[src/rtl/vga_text_overlay.sv]
// vga_text_overlay
//   VGA timing generator with a single monochrome text/glyph strip overlaid
//   on the active area. The glyph strip is TEXT_W x TEXT_H bits and is read
//   one row per ROM word from an external ROM (latency <= 1 clk). It can be
//   placed anywhere, magnified by 1/2/4/8, and is clipped to the active area.
//
// Ports
//   clk, rst_n          sole clock, synchronous active-low reset
//   cfg_we, cfg_*       configuration write into staging registers
//   rom_addr/rom_data   glyph row address out, glyph row in (MSB = leftmost)
//   hsync, vsync        active-low syncs, aligned with RGB
//   de                  active video, aligned with RGB
//   vga_r/g/b           RGB444 pixel colour
//   frame_start         one-clk pulse when the active config is reloaded
module vga_text_overlay #(
   parameter int CLK_DIV  = 4,
   parameter int H_ACTIVE = 640,
   parameter int H_FP     = 16,
   parameter int H_SYNC   = 96,
   parameter int H_BP     = 48,
   parameter int V_ACTIVE = 480,
   parameter int V_FP     = 10,
   parameter int V_SYNC   = 2,
   parameter int V_BP     = 33,
   parameter int TEXT_W   = 128,
   parameter int TEXT_H   = 32,
   localparam int AW      = $clog2(TEXT_H)
) (
   input  logic              clk,
   input  logic              rst_n,
   input  logic              cfg_we,
   input  logic [10:0]       cfg_x,
   input  logic [10:0]       cfg_y,
   input  logic [1:0]        cfg_scale,
   input  logic [11:0]       cfg_fg,
   input  logic [11:0]       cfg_bg,
   input  logic              cfg_en,
   output logic [AW-1:0]     rom_addr,
   input  logic [TEXT_W-1:0] rom_data,
   output logic              hsync,
   output logic              vsync,
   output logic              de,
   output logic [3:0]        vga_r,
   output logic [3:0]        vga_g,
   output logic [3:0]        vga_b,
   output logic              frame_start
);

   localparam int H_TOTAL = H_ACTIVE + H_FP + H_SYNC + H_BP;
   localparam int V_TOTAL = V_ACTIVE + V_FP + V_SYNC + V_BP;
   localparam int DW      = $clog2(CLK_DIV);
   localparam int HW      = $clog2(H_TOTAL);
   localparam int VW      = $clog2(V_TOTAL);
   localparam int CW      = $clog2(TEXT_W);

   typedef struct packed {
      logic [10:0] x;
      logic [10:0] y;
      logic [1:0]  scale;
      logic [11:0] fg;
      logic [11:0] bg;
      logic        en;
   } cfg_t;

   localparam cfg_t CFG_RST = '{x: 11'd0, y: 11'd0, scale: 2'd0,
                                fg: 12'hFFF, bg: 12'h000, en: 1'b0};

   // pixel tick and raster counters
   logic [DW-1:0] div_q, div_d;
   logic [HW-1:0] h_q, h_d;
   logic [VW-1:0] v_q, v_d;
   logic          tick, h_end, v_end, wrap;

   // configuration
   cfg_t          stg_q, act_q, cfg_in;

   // stage 1: ROM address, bit index, hit flag, raw syncs
   logic [AW-1:0] rom_addr_q, rom_addr_d;
   logic [CW-1:0] bidx_q, bidx_d;
   logic          hit1_q, hit1_d;
   logic          de1_q, de1_d, hs1_q, hs1_d, vs1_q, vs1_d;

   // stage 2: colour and aligned syncs
   logic [11:0]   rgb_q, rgb_d;
   logic          de_q, hs_q, vs_q, fs_q;

   // 13-bit placement arithmetic; the extra headroom keeps h-x0 from
   // wrapping into a false hit when the origin is beyond the raster
   logic [12:0]   h13, v13, x13, y13, dx, dy, col, row;
   logic          in_h, in_v;
   logic          unused_bits;

   assign tick   = (div_q == DW'(CLK_DIV - 1));
   assign h_end  = (h_q == HW'(H_TOTAL - 1));
   assign v_end  = (v_q == VW'(V_TOTAL - 1));
   assign wrap   = tick && h_end && v_end;

   assign cfg_in = '{x: cfg_x, y: cfg_y, scale: cfg_scale,
                     fg: cfg_fg, bg: cfg_bg, en: cfg_en};

   always_comb begin
      div_d = tick ? '0 : div_q + 1'b1;
      h_d   = h_q;
      v_d   = v_q;
      if (tick) begin
         if (h_end) begin
            h_d = '0;
            v_d = v_end ? '0 : v_q + 1'b1;
         end else begin
            h_d = h_q + 1'b1;
         end
      end
   end

   always_comb begin
      h13  = 13'(h_q);
      v13  = 13'(v_q);
      x13  = {2'b00, act_q.x};
      y13  = {2'b00, act_q.y};
      dx   = h13 - x13;
      dy   = v13 - y13;
      in_h = (h13 >= x13) && (dx < (13'(TEXT_W) << act_q.scale));
      in_v = (v13 >= y13) && (dy < (13'(TEXT_H) << act_q.scale));
      col  = dx >> act_q.scale;
      row  = dy >> act_q.scale;

      rom_addr_d = in_v ? row[AW-1:0] : '0;
      bidx_d     = CW'(TEXT_W - 1) - col[CW-1:0];
      hit1_d     = act_q.en && in_h && in_v;
      de1_d      = (h13 < 13'(H_ACTIVE)) && (v13 < 13'(V_ACTIVE));
      hs1_d      = !((h13 >= 13'(H_ACTIVE + H_FP)) &&
                     (h13 <  13'(H_ACTIVE + H_FP + H_SYNC)));
      vs1_d      = !((v13 >= 13'(V_ACTIVE + V_FP)) &&
                     (v13 <  13'(V_ACTIVE + V_FP + V_SYNC)));

      // rom_data belongs to rom_addr_q, set one tick earlier
      if (!de1_q)
         rgb_d = '0;
      else if (hit1_q && rom_data[bidx_q])
         rgb_d = act_q.fg;
      else
         rgb_d = act_q.bg;
   end

   // upper bits of col/row are only nonzero outside the strip, where they
   // are masked by in_h/in_v
   assign unused_bits = ^{col[12:CW], row[12:AW]};

   always_ff @(posedge clk) begin
      if (!rst_n) begin
         div_q      <= '0;
         h_q        <= '0;
         v_q        <= '0;
         stg_q      <= CFG_RST;
         act_q      <= CFG_RST;
         rom_addr_q <= '0;
         bidx_q     <= '0;
         hit1_q     <= 1'b0;
         de1_q      <= 1'b0;
         hs1_q      <= 1'b1;
         vs1_q      <= 1'b1;
         rgb_q      <= '0;
         de_q       <= 1'b0;
         hs_q       <= 1'b1;
         vs_q       <= 1'b1;
         fs_q       <= 1'b0;
      end else begin
         div_q <= div_d;
         h_q   <= h_d;
         v_q   <= v_d;
         if (cfg_we) stg_q <= cfg_in;
         // same-edge cfg_we lands in staging only, so it takes a frame longer
         if (wrap)   act_q <= stg_q;
         fs_q  <= wrap;
         if (tick) begin
            rom_addr_q <= rom_addr_d;
            bidx_q     <= bidx_d;
            hit1_q     <= hit1_d;
            de1_q      <= de1_d;
            hs1_q      <= hs1_d;
            vs1_q      <= vs1_d;
            rgb_q      <= rgb_d;
            de_q       <= de1_q;
            hs_q       <= hs1_q;
            vs_q       <= vs1_q;
         end
      end
   end

   assign rom_addr    = rom_addr_q;
   assign hsync       = hs_q;
   assign vsync       = vs_q;
   assign de          = de_q;
   assign vga_r       = rgb_q[11:8];
   assign vga_g       = rgb_q[7:4];
   assign vga_b       = rgb_q[3:0];
   assign frame_start = fs_q;

endmodule
[config.mk]
export PLATFORM = sky130hd
export DESIGN_NAME = vga_text_overlay
export DESIGN_NICKNAME = d
export VERILOG_FILES = /design/src/rtl/vga_text_overlay.sv
export SDC_FILE = /design/constraint.sdc
export NUM_CORES = 1
export LEC_CHECK = 0
export BUFFER_PORTS_ARGS = -buffer_cell sky130_fd_sc_hd__buf_2
export CORE_MARGIN = 5
export CORE_UTILIZATION = 54
export DETAILED_ROUTE_END_ITERATION = 12
export HOLD_SLACK_MARGIN = 0.02
export PLACE_DENSITY = 0.81
export SLEW_MARGIN = 30
export SYNTH_ARGS = -nofsm -noshare
export SYNTH_HDL_FRONTEND = slang
export SYNTH_SLANG_ARGS = --single-unit
[constraint.sdc]
create_clock -name clk -period 8.3 [get_ports clk]
set_input_delay 2.075 -clock clk [delete_from_list [all_inputs] [get_ports clk]]
set_output_delay 2.075 -clock clk [all_outputs]
set_load 0.005 [all_outputs]
; Yosys cells after proc, flatten, opt, wreduce, memory -nomap -nowiden
; Index checks and enable logic that the tools add are counted.
; Widths: inputs -> output; s select.
[classes]
n_eq_ne = 3
reduce_logical = 14
n_bitwise = 1
n_lt_le_gt_ge = 11
n_addsub = 6
mux = 7
shifts = 4
[ops]
columns = operator, count
row1 = $lt 13x13->1, 2
row2 = $mux 12, 2
row3 = $sub 10x11->12, 2
row4 = $ge 10x11->1, 2
row5 = $add 10x1->10 const B, 2
row6 = $eq 10x10->1 const B, 2
row7 = $lt 10x10->1 const B, 2
row8 = $lt 10x9->1 const B, 2
row9 = $mux 10, 2
row10 = $shl 6x2->13 const A, 1
row11 = $shl 8x2->13 const A, 1
row12 = $shr 13x2->5, 1
row13 = $shr 13x2->7, 1
row14 = $ge 10x10->1 const B, 1
row15 = $ge 10x9->1 const B, 1
row16 = $logic_and 1x1->1, 10
row17 = $lt 7x8->1 const B, 1
row18 = $bmux 1 s7, 1
row19 = $sub 7x7->7 const A, 1
row20 = $mux 5, 1
row21 = $add 2x1->2 const B, 1
row22 = $eq 2x2->1 const B, 1
row23 = $logic_not 1->1, 2
row24 = $reduce_and 2->1, 1
row25 = 3 further kinds, 3
[word_totals]
ff_bits = 152
wordCells = 72

; Longest topological paths before layout
; Gate-level depths: netlist (run 1).
[logic_depth]
ltp_word = 5
ltp_mapped = 17
ltp_nobuf = 17

; Least setup slack after synthesis (run 1)
; No wires, ideal clock.
[synth_path]
path_type = input-to-reg
startpoint = input rom_data[58]
endpoint = register rgb_q[10]
setup_time_ns = 0.128
n_path_buf = 1
setup_slack_ns = 3.926
t_arrival_ns = 4.246
path_stages = 8
cell_sequence = mux4_1 > mux4_2 > mux4_2 > and3b_4 > a31oi_4 > buf_8 > mux2i_1 > o21ai_1
[synth_between]
elab_chain_cells = 5
[synth_lines]
columns = element, line
row1 = "start, declared", 39  ; input logic [TEXT_W-1:0] rom_data,
row2 = $bmux 1 s7, 139  ; else if (hit1_q && rom_data[bidx_q])
row3 = $mux 1 (not written as such), 139
row4 = $logic_and 1x1->1, 139
row5 = $mux 12, 139
row6 = $mux 12, 137  ; if (!de1_q)
row7 = "end signal, assigned", 182  ; rgb_q <= rgb_d;
row8 = "end, declared", 84  ; logic [11:0] rgb_q, rgb_d;
; No other way between the ends. The select of a mux whose other input is x is not followed.
; A chain may end at the register's enable or synchronous reset.

; Worst setup path after layout (run 1)
[layout_path]
startpoint = input rom_data[25]
endpoint = register rgb_q[7]
; The elaborated chain is that of the path after synthesis.

==> run_results.csv, run 1 <==
group,metric,value,unit
cells_and_area,multi_input_area,4640,um2
timing,worst_slew_pin_slew,0.845,ns
worst_setup_path,ff2ff_path_depth,17,
worst_setup_path,cpMostUsedCell,"mux4_2",
synth,synth-edff-count,0,
worst_setup_path,worstPathRequired,8.60,ns
timing,finalCritPeriodShare,53.9,%
routing,wire_per_inst,16.7,um
synth,synth_cells,892,
cells_and_area,nNetsFinal,1280,
worst_setup_path,cp_num_cells,8,
grt,grt_pass1_vias,7048,
power,power.share.switching,24.9,%
power,p_int,1270,uW
worst_setup_path,cp.buffers_inverters,1,
place,dp_slack,3.46,ns
cts,cts_num_sinks,152,
worst_setup_path,r2r_end,"rom_addr[3]",
power,p_clk_share,45.0,%
worst_setup_path,worstReg2RegStart,"v_q[0]",
synth,syn_avg_cell_area,9.02,um2
synth,synth_area,8050,um2
timing,period_needed,4.48,ns
cts,cts_root_buf,"clkbuf_16",
grt,grt_pass1_wl,35200,um
routing,highest_layer,"met4",
synth,synth.distinct_cells,61,
power,p_switching,419,uW
worst_setup_path,cp_cell_sequence,"buf_2, mux4_1, mux4_2, mux4_2, and3b_4, a31oi_4, mux2i_1, o21ai_1",
cts,cts_resized,0,
cells_and_area,final.fill_count,1146,
cts,postCtsSetupBuffers,0,
routing,m1WireLength,9160,um
routing,via_per_inst,5.66,
place,placed_area,9120,um2
routing,wl,21100,um
routing,met3_length,1200,um
routing,drt_iter0_markers,486,
cells_and_area,layout-drive-gt1-share,26.6,%
timing,slew_headroom,43.7,%
cts,clock_latency,0.43,ns
cts,h-tree-depth,4,
grt,gr-usage-all-layers,24.1,%
worst_setup_path,arrival,4.77,ns
worst_setup_path,crit_path_end,"rgb_q[7]",
timing,slew_violations,0,
cells_and_area,area_delta_synth_final,20.7,%
cells_and_area,final_area,9710,um2
power,power_frac_comb,9.7,%
routing,route.met2.wl,10300,um
synth,ys_warn_count,0,
place,portBuffers,200,
cts,clk_pin_slew,0.06,ns
place,finalWeightedCongestion,0.900,
worst_setup_path,endpoint_kind,"register",
worst_setup_path,crit_type,"in2reg",
worst_setup_path,critical_path_peak_fanout,12,
synth,ys_ff_latch,152,
die,io_pins,201,
worst_setup_path,start_kind,"input pin",
routing,dr.pass1.iters,5,
synth,synthFlopType,"dfxtp_1",
routing,ant_nets,0,
timing,holdWs,0.437,ns
timing,hold_viol_final,0,
timing,rsz0062_at_grt,"false",
timing,clock_skew,0.00697,ns
worst_setup_path,cp-startpoint,"rom_data[25]",
worst_setup_path,r2r_slack,4.43,ns
timing,setup_viol,0,
grt,grt_max_degree,79,
cts,ctsHoldBuffers,0,
grt,antenna_found_initial,0,
flow_run,cap_violations,0,
cts,clock_path_buffers,2,
power,p_leak,0.00416,uW
synth,yosysTopAreaCellShare,37.8,%
min_path,hold_start,"div_q[0]",
routing,drc_errors,0,
grt,overflow,0,
cts,numCtsBuffers,17,
power,pwr_density_cell,173,nW/um2
die,die_w,132,um
die,fp-row-count,44,
timing,fin_setup_tns,0,ns
synth,async_reset_ff_share,0,%
die,core_area,14600,um2
die,fp.dieH,132,um
power,ir_worst_vdd,0.168,mV
synth,synth_area_leaders,"dfxtp_1, mux4_2, mux2i_1",
cts,cts_tree,"done",
worst_setup_path,cpPeakStageDelay,0.52,ns
place,dp_hpwl,15200,um
worst_setup_path,slowest_stage,"mux4_1",
status,outcome,"finished, final reports clean",
power,pwr-share-seq,45.3,%
routing,vias,7146,
synth,synth.largest_area_cell,"dfxtp_1",
synth,synth-seq-area-share,37.8,%
worst_setup_path,crit_family,"multiplexers",
cells_and_area,n_antenna_cell,0,
timing,postLayoutSetupSlackWorst,3.82,ns
die,start_util,55.2,%
min_path,hp-class,"reg2reg",
timing,fmax,223,MHz
die,die_area,17400,um2
cells_and_area,final-seq-area,3040,um2
synth,synth_fp_nets,1107,
[cell usage in the layout (no fill, tap or decap), types with 4 or more instances in the layout]
master / count
mux2_2: 5
buf_2: 200
nand2_1: 166
nor4_1: 4
o21bai_1: 4
and3_1: 4
xnor2_1: 10
nand3_1: 21
nor3_1: 10
clkinv_4: 4
o21a_1: 7
a21oi_1: 54
o21ai_1: 18
dfxtp_1: 151
buf_4: 9
nor2b_1: 7
inv_1: 35
nand4_1: 13
a21boi_1: 7
mux4_2: 33
mux4_1: 4
mux2i_1: 69
clkbuf_16: 17
nor2_1: 78
nand2b_1: 9
ha_1: 33
o21ai_0: 20
xor2_1: 17
[metrics by stage]
stage / instances / utilization [%] / power (uW)
floorplan: 892 / - / 879
detailed placement: 1230 / 62.5 / 943
global route: 1262 / 66.6 / 1750
finish: 1262 / 66.6 / 1680
CTS: 1262 / 66.6 / 1690
global placement: 1230 / 62.5 / 938
[synth_stat cells (4+ instances only)]
library cell / number
a21boi_1: 7
a21oi_1: 54
and3_1: 4
buf_1: 8
clkbuf_1: 42
dfxtp_1: 152
ha_1: 33
inv_1: 35
mux2_2: 5
mux2i_1: 69
mux4_1: 4
mux4_2: 33
nand2_1: 166
nand2b_1: 9
nand3_1: 21
nand4_1: 13
nor2_1: 79
nor2b_1: 7
nor3_1: 10
nor4_1: 4
o21a_1: 7
o21ai_0: 20
o21ai_1: 18
o21bai_1: 4
xnor2_1: 10
xor2_1: 17
[logic make-up (layout without fill, tap and decap cells)]
family	Yosys count	in the layout	share of synthesized area, %
simple gates	331	331	17.9
flops	152	152	37.8
mux	111	111	19.8
xor+xnor	27	27	2.94
buf+inv	91	277	4.60
compound gates	145	145	11.3
fa+ha+maj	35	35	5.63
[flip-flops by register name, summed over array words and instances, names as in the netlist]
signal,flops
hs1_q,1
rom_addr,5
de,1
rgb_q,12
hit1_q,1
vs1_q,1
div_q,2
h_q,10
hsync,1
act_q,49
de1_q,1
vsync,1
v_q,10
bidx_q,7
frame_start,1
stg_q,49
[power groups by stage]
stage                     Sequential (uW)  Clock (uW)  Combinational [uW]
after floorplan                       772           0                 106
after global placement                779           0                 159
after detailed placement              779           0                 164
after CTS                             763         767                 164
after global routing                  765         803                 179
final                                 763         757                 164
[metal layers]
metal  track usage (%)  up-vias
li1                  -     3480
met1              31.9     3376
met2              39.8      257
met3              5.00       33
met4              6.97        0
met5                 0        -
[worst min-delay path by stage]
stage	cells past startpoint	end
after detailed placement	1	div_q[0]
after CTS	1	div_q[0]
final	1	div_q[0]
after floorplan	1	div_q[0]
after global routing	2	act_q[45]
after global placement	1	div_q[0]
[final cells by class]
type                       instances  share of cell area, %
multi-input combinational        649                   47.8
sequential                       152                   31.3
timing repair buffer             209                   11.0
clock buffer                      17                   4.38
tap                              184                   2.37
clock inverter                    15                   1.71
inverter                          36                   1.39
Power figures use the tool's default switching activity.
==> inputs of run 2 (changes only) <==
- ABC_AREA: not set -> 1
- clock period: 8.3 -> 4.6 ns (I/O delays scaled with it)
==> run_results.csv, run 2 <==
group,metric,value,unit
synth,synth-seq-area-share,36.9,%
cts,h-tree-depth,4,
routing,wl,22900,um
min_path,hp-class,"reg2reg",
synth,synth_fp_nets,1426,
cells_and_area,final_area,9760,um2
power,p_leak,0.00474,uW
timing,setup_viol,0,
synth,synth.most_common_cell,"nand2_1",
cts,clock_path_buffers,2,
die,fp.dieH,134,um
routing,drt_iter0_markers,465,
worst_setup_path,endpoint_kind,"register",
grt,grt_pass1_wl,37600,um
synth,async_reset_ff_share,0,%
synth,synth.largest_area_cell,"dfxtp_1",
timing,hold_viol_final,0,
place,placed_area,9160,um2
timing,fin_setup_tns,0,ns
die,die_area,17800,um2
timing,clock_skew,0.00966,ns
place,finalWeightedCongestion,0.908,
grt,grt_max_degree,68,
synth,synth-edff-count,0,
worst_setup_path,ff2ff_path_depth,16,
worst_setup_path,worstPathRequired,4.97,ns
cells_and_area,area_delta_synth_final,18.5,%
cts,cts_resized,0,
synth,ys_warn_count,0,
cells_and_area,stdcell_count,1571,
place,dp_slack,1.42,ns
worst_setup_path,start_kind,"register",
worst_setup_path,arrival,3.59,ns
cts,ctsHoldBuffers,0,
cts,postCtsSetupBuffers,0,
cts,clk_pin_slew,0.06,ns
power,pwr-share-seq,44.2,%
cells_and_area,nNetsFinal,1586,
timing,postLayoutSetupSlackWorst,1.38,ns
die,core_area,15100,um2
synth,ys_ff_latch,152,
timing,worst_slew_pin_slew,0.787,ns
power,p_clk_share,45.0,%
timing,slew_headroom,47.5,%
worst_setup_path,cpPeakStageDelay,0.41,ns
worst_setup_path,critical_path_peak_fanout,5,
grt,grt_pass1_vias,7789,
grt,overflow,0,
cells_and_area,n_antenna_cell,0,
synth,yosysTopAreaCellShare,36.9,%
grt,gr-usage-all-layers,25.5,%
synth,syn_avg_cell_area,6.81,um2
routing,vias,8350,
place,portBuffers,200,
worst_setup_path,r2r_end,"rom_addr[3]",
power,p_int,2340,uW
worst_setup_path,slowest_stage,"fa_1",
die,fp-row-count,45,
cts,cts_root_buf,"clkbuf_16",
cts,cts_num_sinks,152,
worst_setup_path,cp-startpoint,"v_q[0]",
die,die_w,134,um
timing,slew_violations,0,
routing,ant_nets,0,
cts,cts_tree,"done",
power,power.share.switching,25.0,%
status,outcome,"finished, final reports clean",
synth,synth_cells,1211,
min_path,hold_depth,1,
worst_setup_path,cp_cell_sequence,"inv_1, ha_1, fa_1, o21ai_0, a21oi_1, xor2_1, ha_1, o21a_1, o21a_1, o21ai_0, nand2_1, nor2_1, nand2_1, inv_1, nand2_1, nand2_1",
routing,drc_errors,0,
timing,period_needed,3.22,ns
timing,fmax,310,MHz
cells_and_area,final_cell_mix,"nand2_1, buf_2, nand3_1, dfxtp_1, inv_1",
cts,clock_latency,0.42,ns
cells_and_area,layout-drive-gt1-share,19.4,%
synth,synthFlopType,"dfxtp_1",
power,ir_worst_vdd,0.230,mV
die,io_pins,201,
synth,synth_area,8240,um2
routing,via_per_inst,5.32,
flow_run,cap_violations,0,
cells_and_area,final_common_cell,"nand2_1",
power,p_switching,779,uW
routing,wire_per_inst,14.6,um
worst_setup_path,r2r_slack,1.38,ns
worst_setup_path,cpMostUsedCell,"nand2_1",
cells_and_area,reg_top3,"act_q x49, stg_q x49, rgb_q x12",
synth,synth_area_leaders,"dfxtp_1, nand2_1, nand3_1",
grt,antenna_found_initial,0,
die,start_util,54.6,%
synth,synthTopCellsByCount,"nand2_1, nand3_1, dfxtp_1",
timing,rsz0062_at_grt,"false",
cts,numCtsBuffers,17,
power,pwr_density_cell,319,nW/um2
synth,synth.distinct_cells,42,
place,dp_hpwl,17100,um
timing,finalCritPeriodShare,70.1,%
worst_setup_path,worstReg2RegStart,"v_q[0]",
place,dp.cells,1540,
routing,dr.pass1.iters,5,
worst_setup_path,crit_type,"reg2reg",
power,power_frac_comb,10.8,%
worst_setup_path,crit_path_end,"rom_addr[3]",
## run 2: changes by cell type after synthesis, sizes merged, moves of 7 or more
| cell | previous run | this run |
|---|---|---|
| clkbuf | 42 | 27 |
| nand3 | 21 | 158 |
| xnor2 | 10 | 1 |
| nor2b | 7 | 0 |
| inv | 35 | 146 |
| nand2b | 9 | 0 |
| a21oi | 54 | 45 |
| o22ai | 0 | 32 |
| mux4 | 37 | 0 |
| buf | 13 | 37 |
| a21boi | 8 | 0 |
| nand2 | 166 | 332 |
| mux2i | 69 | 0 |
| o21ai | 38 | 90 |
## run 2: routing by layer
metal	vias up	wire, um	GRT usage [%]
li1	4254	-	-
met1	3750	9900	32.9
met2	318	10900	43.0
met3	28	1730	5.48
met4	0	380	7.94
met5	-	0	0
## run 2: how the worst min path moves through the flow
stage	to	slack (ns)	from
final	div_q[0]	0.42	div_q[0]
after CTS	div_q[0]	0.43	div_q[0]
after global placement	div_q[0]	0.41	div_q[0]
after detailed placement	div_q[0]	0.42	div_q[0]
after floorplan	div_q[0]	0.40	div_q[0]
after global routing	div_q[0]	0.46	div_q[0]
## run 2: area by class of cell
| cell class | count | area [um2] |
|---|---|---|
| clock buffers | 20 | 467 |
| clock inverters | 11 | 136 |
| fillers | 1366 | 5330 |
| inverters | 148 | 557 |
| multi-input cells | 847 | 4290 |
| flip-flops and latches | 152 | 3040 |
| well taps | 188 | 235 |
| repair buffers | 205 | 1040 |
## run 2: logic make-up (layout without fill, tap and decap cells)
kind of cell | after synthesis | in the layout | share of synthesized area (%)
AOI/OAI and AO/OA | 186 | 186 | 12.9
xor gates and xnor gates | 17 | 17 | 1.81
adders and majority gates | 35 | 35 | 5.49
buffers and inverters | 212 | 384 | 11.1
DFF | 152 | 152 | 36.9
and+or+nand+nor | 609 | 609 | 31.8
## run 2: per-stage QoR
stage / hold WS (ns) / power [uW] / utilization (%)
final: 0.423 / 3120 / 64.7
after global routing: 0.457 / 3250 / 64.7
after CTS: 0.426 / 3140 / 64.7
after floorplan: 0.399 / 1620 / -
after global placement: 0.409 / 1740 / 60.7
after detailed placement: 0.417 / 1740 / 60.7
## run 2: power by group through the flow
stage / logic (uW) / registers [uW] / clock network (uW)
final: 337 / 1380 / 1400
after CTS: 339 / 1380 / 1420
after global routing: 385 / 1380 / 1490
after floorplan: 229 / 1400 / 0
after detailed placement: 337 / 1410 / 0
after global placement: 333 / 1400 / 0
## run 2: worst max-delay path: cells and delay by family, from the launching register on
kind	cells	cell delay [ns]
fa+ha+maj	3	0.95
compound gates	5	0.88
simple gates	5	0.44
flops	1	0.35
xor+xnor	1	0.31
buf+inv	2	0.24
